==> src/rtl/traffic_pkg.sv <==
// Shared FSM state encoding and per-phase {red,yellow,green} light codes
// for the traffic phase controller.
package traffic_pkg;

    typedef enum logic [2:0] {
        ST_GREEN  = 3'd0,
        ST_YELLOW = 3'd1,
        ST_ALLRED = 3'd2,
        ST_PED    = 3'd3,
        ST_FLASH  = 3'd4,
        ST_EMERG  = 3'd5
    } state_t;

    localparam logic [2:0] RED = 3'b100;
    localparam logic [2:0] YEL = 3'b010;
    localparam logic [2:0] GRN = 3'b001;
    localparam logic [2:0] OFF = 3'b000;

endpackage

==> src/rtl/dwell_timer.sv <==
// Loadable down-counter that holds at zero; zero_o reflects the registered count.
// One-cycle load latency, freeze_i stalls the count, no backpressure.
module dwell_timer #(
    parameter int               CNT_W   = 8,
    parameter logic [CNT_W-1:0] RST_VAL = '0
) (
    input  logic             clk,
    input  logic             rst,
    input  logic             load_i,
    input  logic [CNT_W-1:0] value_i,
    input  logic             freeze_i,
    output logic             zero_o
);

    logic [CNT_W-1:0] cnt_q, cnt_d;

    always_comb begin
        cnt_d = cnt_q;
        if (load_i) begin
            cnt_d = value_i;
        end else if (!freeze_i && cnt_q != '0) begin
            cnt_d = cnt_q - CNT_W'(1);
        end
    end

    always_ff @(posedge clk or posedge rst) begin
        if (rst) begin
            cnt_q <= RST_VAL;
        end else begin
            cnt_q <= cnt_d;
        end
    end

    assign zero_o = (cnt_q == '0);

endmodule

==> src/rtl/traffic_phase_ctrl.sv <==
// Round-robin traffic signal controller with pedestrian, night-flash and emergency preemption.
// Outputs are registered copies of the next state, so they change one clock after the deciding inputs.
module traffic_phase_ctrl
    import traffic_pkg::*;
#(
    parameter int N_PHASE  = 4,
    parameter int CNT_W    = 8,
    parameter int T_GREEN  = 20,
    parameter int T_YELLOW = 3,
    parameter int T_ALLRED = 2,
    parameter int T_PED    = 10
) (
    input  logic                       clk,
    input  logic                       rst,
    input  logic                       night_mode,
    input  logic                       emerg_req,
    input  logic [$clog2(N_PHASE)-1:0] emerg_phase,
    input  logic                       ped_req,
    output logic [3*N_PHASE-1:0]       light,
    output logic                       ped_walk,
    output logic [$clog2(N_PHASE)-1:0] cur_phase
);

    localparam int               PW        = $clog2(N_PHASE);
    localparam logic [PW-1:0]    LAST      = PW'(N_PHASE - 1);
    localparam logic [CNT_W-1:0] LD_GREEN  = CNT_W'(T_GREEN - 1);
    localparam logic [CNT_W-1:0] LD_YELLOW = CNT_W'(T_YELLOW - 1);
    localparam logic [CNT_W-1:0] LD_ALLRED = CNT_W'(T_ALLRED - 1);
    localparam logic [CNT_W-1:0] LD_PED    = CNT_W'(T_PED - 1);

    state_t               state_q, state_d;
    logic [PW-1:0]        phase_q, phase_d;
    logic [PW-1:0]        emerg_eff, phase_inc;
    logic                 ped_q, ped_d;
    logic                 flash_q, flash_d;
    logic [3*N_PHASE-1:0] light_q, light_d;
    logic                 walk_q, walk_d;
    logic                 tmr_load, tmr_freeze, tmr_zero;
    logic [CNT_W-1:0]     tmr_val;

    assign emerg_eff = (int'(emerg_phase) < N_PHASE) ? emerg_phase : '0;
    assign phase_inc = (phase_q == LAST) ? '0 : phase_q + PW'(1);

    always_comb begin
        state_d    = state_q;
        phase_d    = phase_q;
        flash_d    = flash_q;
        ped_d      = ped_q | ped_req;
        tmr_load   = 1'b0;
        tmr_val    = '0;
        tmr_freeze = 1'b0;
        case (state_q)
            ST_GREEN: begin
                if (emerg_req && emerg_eff == phase_q) begin
                    tmr_freeze = 1'b1;
                end else if (emerg_req || tmr_zero) begin
                    state_d  = ST_YELLOW;
                    tmr_load = 1'b1;
                    tmr_val  = LD_YELLOW;
                end
            end
            ST_YELLOW: begin
                if (tmr_zero) begin
                    state_d  = ST_ALLRED;
                    tmr_load = 1'b1;
                    tmr_val  = LD_ALLRED;
                end
            end
            ST_ALLRED: begin
                // Clearance end is the only decision point for the special modes.
                if (tmr_zero) begin
                    if (emerg_req) begin
                        state_d = ST_EMERG;
                        phase_d = emerg_eff;
                    end else if (night_mode) begin
                        state_d  = ST_FLASH;
                        flash_d  = 1'b1;
                        tmr_load = 1'b1;
                        tmr_val  = LD_YELLOW;
                    end else if (ped_q && phase_q == LAST) begin
                        state_d  = ST_PED;
                        ped_d    = ped_req;
                        tmr_load = 1'b1;
                        tmr_val  = LD_PED;
                    end else begin
                        state_d  = ST_GREEN;
                        phase_d  = phase_inc;
                        tmr_load = 1'b1;
                        tmr_val  = LD_GREEN;
                    end
                end
            end
            ST_PED: begin
                if (tmr_zero) begin
                    state_d  = ST_GREEN;
                    phase_d  = '0;
                    tmr_load = 1'b1;
                    tmr_val  = LD_GREEN;
                end
            end
            ST_FLASH: begin
                // Parking cur_phase on the last phase makes the rotation resume at phase 0.
                if (emerg_req || !night_mode) begin
                    state_d  = ST_ALLRED;
                    phase_d  = LAST;
                    tmr_load = 1'b1;
                    tmr_val  = LD_ALLRED;
                end else if (tmr_zero) begin
                    flash_d  = ~flash_q;
                    tmr_load = 1'b1;
                    tmr_val  = LD_YELLOW;
                end
            end
            ST_EMERG: begin
                if (!emerg_req || emerg_eff != phase_q) begin
                    state_d  = ST_YELLOW;
                    tmr_load = 1'b1;
                    tmr_val  = LD_YELLOW;
                end
            end
            default: begin
                state_d  = ST_ALLRED;
                tmr_load = 1'b1;
                tmr_val  = LD_ALLRED;
            end
        endcase
    end

    always_comb begin
        light_d = '0;
        for (int p = 0; p < N_PHASE; p++) begin
            light_d[3*p +: 3] = RED;
            if (state_d == ST_FLASH) begin
                light_d[3*p +: 3] = flash_d ? YEL : OFF;
            end else if (PW'(p) == phase_d) begin
                if (state_d == ST_GREEN || state_d == ST_EMERG) begin
                    light_d[3*p +: 3] = GRN;
                end else if (state_d == ST_YELLOW) begin
                    light_d[3*p +: 3] = YEL;
                end
            end
        end
        walk_d = (state_d == ST_PED);
    end

    always_ff @(posedge clk or posedge rst) begin
        if (rst) begin
            state_q <= ST_ALLRED;
            phase_q <= LAST;
            ped_q   <= 1'b0;
            flash_q <= 1'b0;
            light_q <= {N_PHASE{RED}};
            walk_q  <= 1'b0;
        end else begin
            state_q <= state_d;
            phase_q <= phase_d;
            ped_q   <= ped_d;
            flash_q <= flash_d;
            light_q <= light_d;
            walk_q  <= walk_d;
        end
    end

    dwell_timer #(
        .CNT_W  (CNT_W),
        .RST_VAL(LD_ALLRED)
    ) u_dwell_timer (
        .clk     (clk),
        .rst     (rst),
        .load_i  (tmr_load),
        .value_i (tmr_val),
        .freeze_i(tmr_freeze),
        .zero_o  (tmr_zero)
    );

    assign light     = light_q;
    assign ped_walk  = walk_q;
    assign cur_phase = phase_q;

endmodule

==> config.mk <==
export PLATFORM = sky130hd
export DESIGN_NAME = traffic_phase_ctrl
export DESIGN_NICKNAME = d
export VERILOG_FILES = /design/src/rtl/traffic_pkg.sv /design/src/rtl/dwell_timer.sv /design/src/rtl/traffic_phase_ctrl.sv
export SDC_FILE = /design/constraint.sdc
export NUM_CORES = 1
export LEC_CHECK = 0
export ABC_AREA = 1
export CAP_MARGIN = 20
export CORE_UTILIZATION = 45
export CTS_CLUSTER_DIAMETER = 30
export DETAILED_ROUTE_END_ITERATION = 7
export GPL_ROUTABILITY_DRIVEN = 0
export GPL_TIMING_DRIVEN = 0
export PLACE_DENSITY = 0.67
export SYNTH_ARGS = -nofsm -noshare
export SYNTH_HDL_FRONTEND = slang
export SYNTH_SLANG_ARGS = --single-unit
==> constraint.sdc <==
create_clock -name clk -period 2.2 [get_ports clk]
set_clock_uncertainty 0.2 [all_clocks]
set_input_delay 0.22 -clock clk [delete_from_list [all_inputs] [get_ports clk]]
set_output_delay 0.22 -clock clk [all_outputs]
set_load 0.05 [all_outputs]
==> flow_summary.ini <==
[run_status]
outcome = finished, final reports clean

[finish]
fin_util_pct = 58.3
final_common_cell = nand2_1
area_delta_synth_final_pct = 23.2
nNetsFinal = 277
regArea_sq_um = 711
final_cell_area_sq_um = 2170
layout_common_cells = 65 x nand2_1, 30 x inv_1, 29 x nand3_1, 24 x nor2_1, 21 x clkdlybuf4s50_1
multi_input_area_sq_um = 910
nFillCells = 360
final_layout_size_suffix_gt1_share_pct = 21.1
insertedDiodeCount = 0

[yosys]
synth_cell_types = 26
syn_inst = 237
synthSimpleGateAreaFrac_pct = 41.4
synth.avg_cell_area_sq_um = 7.42
synth_compound_area_share_pct = 3.99
yosysWarnings = 0
synth-xor-area-share_pct = 3.49
synth_seq_area_share_pct = 40.4
synth_fa_ha_area_share_pct = 2.14
syn-cell-area_sq_um = 1760
async_flop_share_pct = 100
dominantRegCellSynth = dfrtp_1
syn_nets = 247
ys_seq_elements = 28
synth_top_family_by_area = simple AND/OR/NAND/NOR gates
synth_mux_area_share_pct = 0
synth_edf_count = 0

[die]
die_w_microns = 64.5
dieHeight_microns = 64.5
core_sq_um = 3720
start_util_pct = 47.3
die_area_sq_um = 4160
io_pins = 22
fp-row-count = 22

[power]
powerDensity_nw_per_um2 = 1380
pwr-share-comb_pct = 57.4
ir_drop_v = 0.000949
power_frac_seq_pct = 29.2
intPower_w = 0.00158
clock_power_share_pct = 13.4
p_leak_nw = 1.13
p_switching_w = 0.00141
swShare_pct = 47.2

[placement]
port_buffers = 21
dp_hpwl_microns = 2690
place_ws_ns = 0.00534
dpl_cell_area_sq_um = 2030

[detailed_routing]
wl_per_cell_microns = 11.1
firstDrtPassIters = 4
drc = 0
avgViaCountPerCell = 4.69
totalWireLength_microns = 3500
drt_iter0_markers = 34
vias = 1473
postRouteAntennaNets = 0

[timing]
worst_pin_slew_ns = 0.511
drv_slew = 0
fmax_mhz = 475
relSlewSlack_pct = 65.8
timing.final.ws_setup_ns = 0.0954
finalSetupViolCount = 0
period_needed_ns = 2.10
holdWs_ns = 0.0393
finalSetupTns_ns = 0
hold_viol_final = 0
post-route-period-util_pct = 95.7

[critical_path]
path_max_fanout = 7
max_stage_delay_ns = 0.82
cp-end-kind = primary output
worst_ep_required_time_ns = 1.78
critPathLaunchType = register
rrSetupSlack_ns = 0.1
cp_top_family = buffers and inverters
cp_num_buf_inv = 1
critPathArrivalTime_ns = 1.68
crit_chain = clkdlybuf4s50_1
cpMaxStageDelayCell = clkdlybuf4s50_1
crit_type = register to primary output

[global_route]
grt_max_degree = 29
antenna_found_initial = 0
grt_pass1_vias = 1455
grt_overflow = 0
grt_usage_pct = 19.0
grt_pass1_wl_microns = 6190

[clocking]
cts_tree = done
root_buffer = clkbuf_8
path_clk_slew_ns = 0.09
clockBufferDepth = 2
cts_num_sinks = 28
cts-buffers-inserted = 3
cts_max_level = 1
insertion_delay_ns = 0.27

[run]
drv_cap = 0

[min_path]
hold_path_class = primary input to async pin
## sequential cells by signal (all words and copies together) (netlist names)
name / cells
ped_q: 1
cur_phase: 2
ped_walk: 1
flash_q: 1
light: 12
u_dwell_timer.cnt_q: 8
state_q: 3
## Yosys cell counts, types with 2 or more instances
cell      number  area [sq um]
xnor2_1        3          26.3
nand2_2       10          62.6
nor2_1        25          93.8
nand3b_1       2          15.0
nand2_4        2          22.5
nand2_1       65           244
ha_1           3          37.5
a21oi_1        2          10.0
nor2_4         6          67.6
xor2_1         4          35.0
dfstp_2        8           210
nand3_1       29           145
o21ai_0        6          30.0
nand3_2        3          30.0
inv_1         31           116
nor2_2         4          25.0
inv_2          6          22.5
dfrtp_1       20           500
## cells by family after synthesis
group           after synthesis
compound gates               12
xor+xnor                      7
fa+ha+maj                     3
buf+inv                      38
flops                        28
simple gates                149
## worst register-to-register path: stages, from the launching register on
cell and delay, ns:
dfstp_2 0.55, inv_1 0.07, ha_2 0.19, nand2_2 0.09
inv_2 0.05, nand2_4 0.11, nor2_4 0.06, nand3b_1 0.12
nand2_2 0.09, nor2_4 0.22, buf_6 0.14, nand3_1 0.07
nand2_1 0.07
## area by class of cell
class | count | share of cell area, %
Inverter | 37 | 6.41
Multi-Input combinational cell | 171 | 42.0
Sequential cell | 28 | 32.8
Buffer | 1 | 0.520
Timing Repair Buffer | 25 | 12.2
Clock buffer | 3 | 1.91
Clock inverter | 1 | 1.39
Tap cell | 48 | 2.77
## timing repair
action                     in CTS  in global routing
setup endpoints to repair       0                 15
hold buffers                    0                  0
resized for setup               0                  6
buffers inserted                0                  3
## layer usage
layer | global-route usage [%] | vias up | wire length [microns]
met3 | 4.05 | 2 | 91
met5 | 0 | - | 0
met1 | 22.8 | 673 | 1670
li1 | - | 787 | -
met2 | 35.0 | 11 | 1720
met4 | 3.33 | 0 | 15
## path summary, 6_finish.rpt
| check | startpoint | endpoint | cells past startpoint |
|---|---|---|---|
| hold reg to reg | u_dwell_timer.cnt_q[7] | u_dwell_timer.cnt_q[7] | 2 |
| max in group asynchronous | rst | state_q[1] | 3 |
| min in group clk | ped_req | ped_q | 3 |
| setup / recovery | cur_phase[0] | cur_phase[0] | 1 |
| setup reg to reg | u_dwell_timer.cnt_q[0] | light[7] | 12 |
| hold / removal | rst | u_dwell_timer.cnt_q[6] | 2 |
## stage by stage
stage / total power, W / std cells
2_1_floorplan: 0.00218 / 237
3_3_place_gp: 0.00255 / 306
3_5_place_dp: 0.00255 / 306
4_1_cts: 0.00296 / 310
5_1_grt: 0.00323 / 314
6_report: 0.00299 / 314
## power groups by stage
stage | Sequential (W) | Combinational, W | Clock (W)
after floorplan | 0.00115 | 0.00102 | 0
after global placement | 0.000881 | 0.00167 | 0
after detailed placement | 0.000886 | 0.00167 | 0
after CTS | 0.000877 | 0.00168 | 0.000411
after global routing | 0.000896 | 0.00191 | 0.000425
final | 0.000873 | 0.00171 | 0.000400
Note: power is estimated with default switching activity, not from simulation.
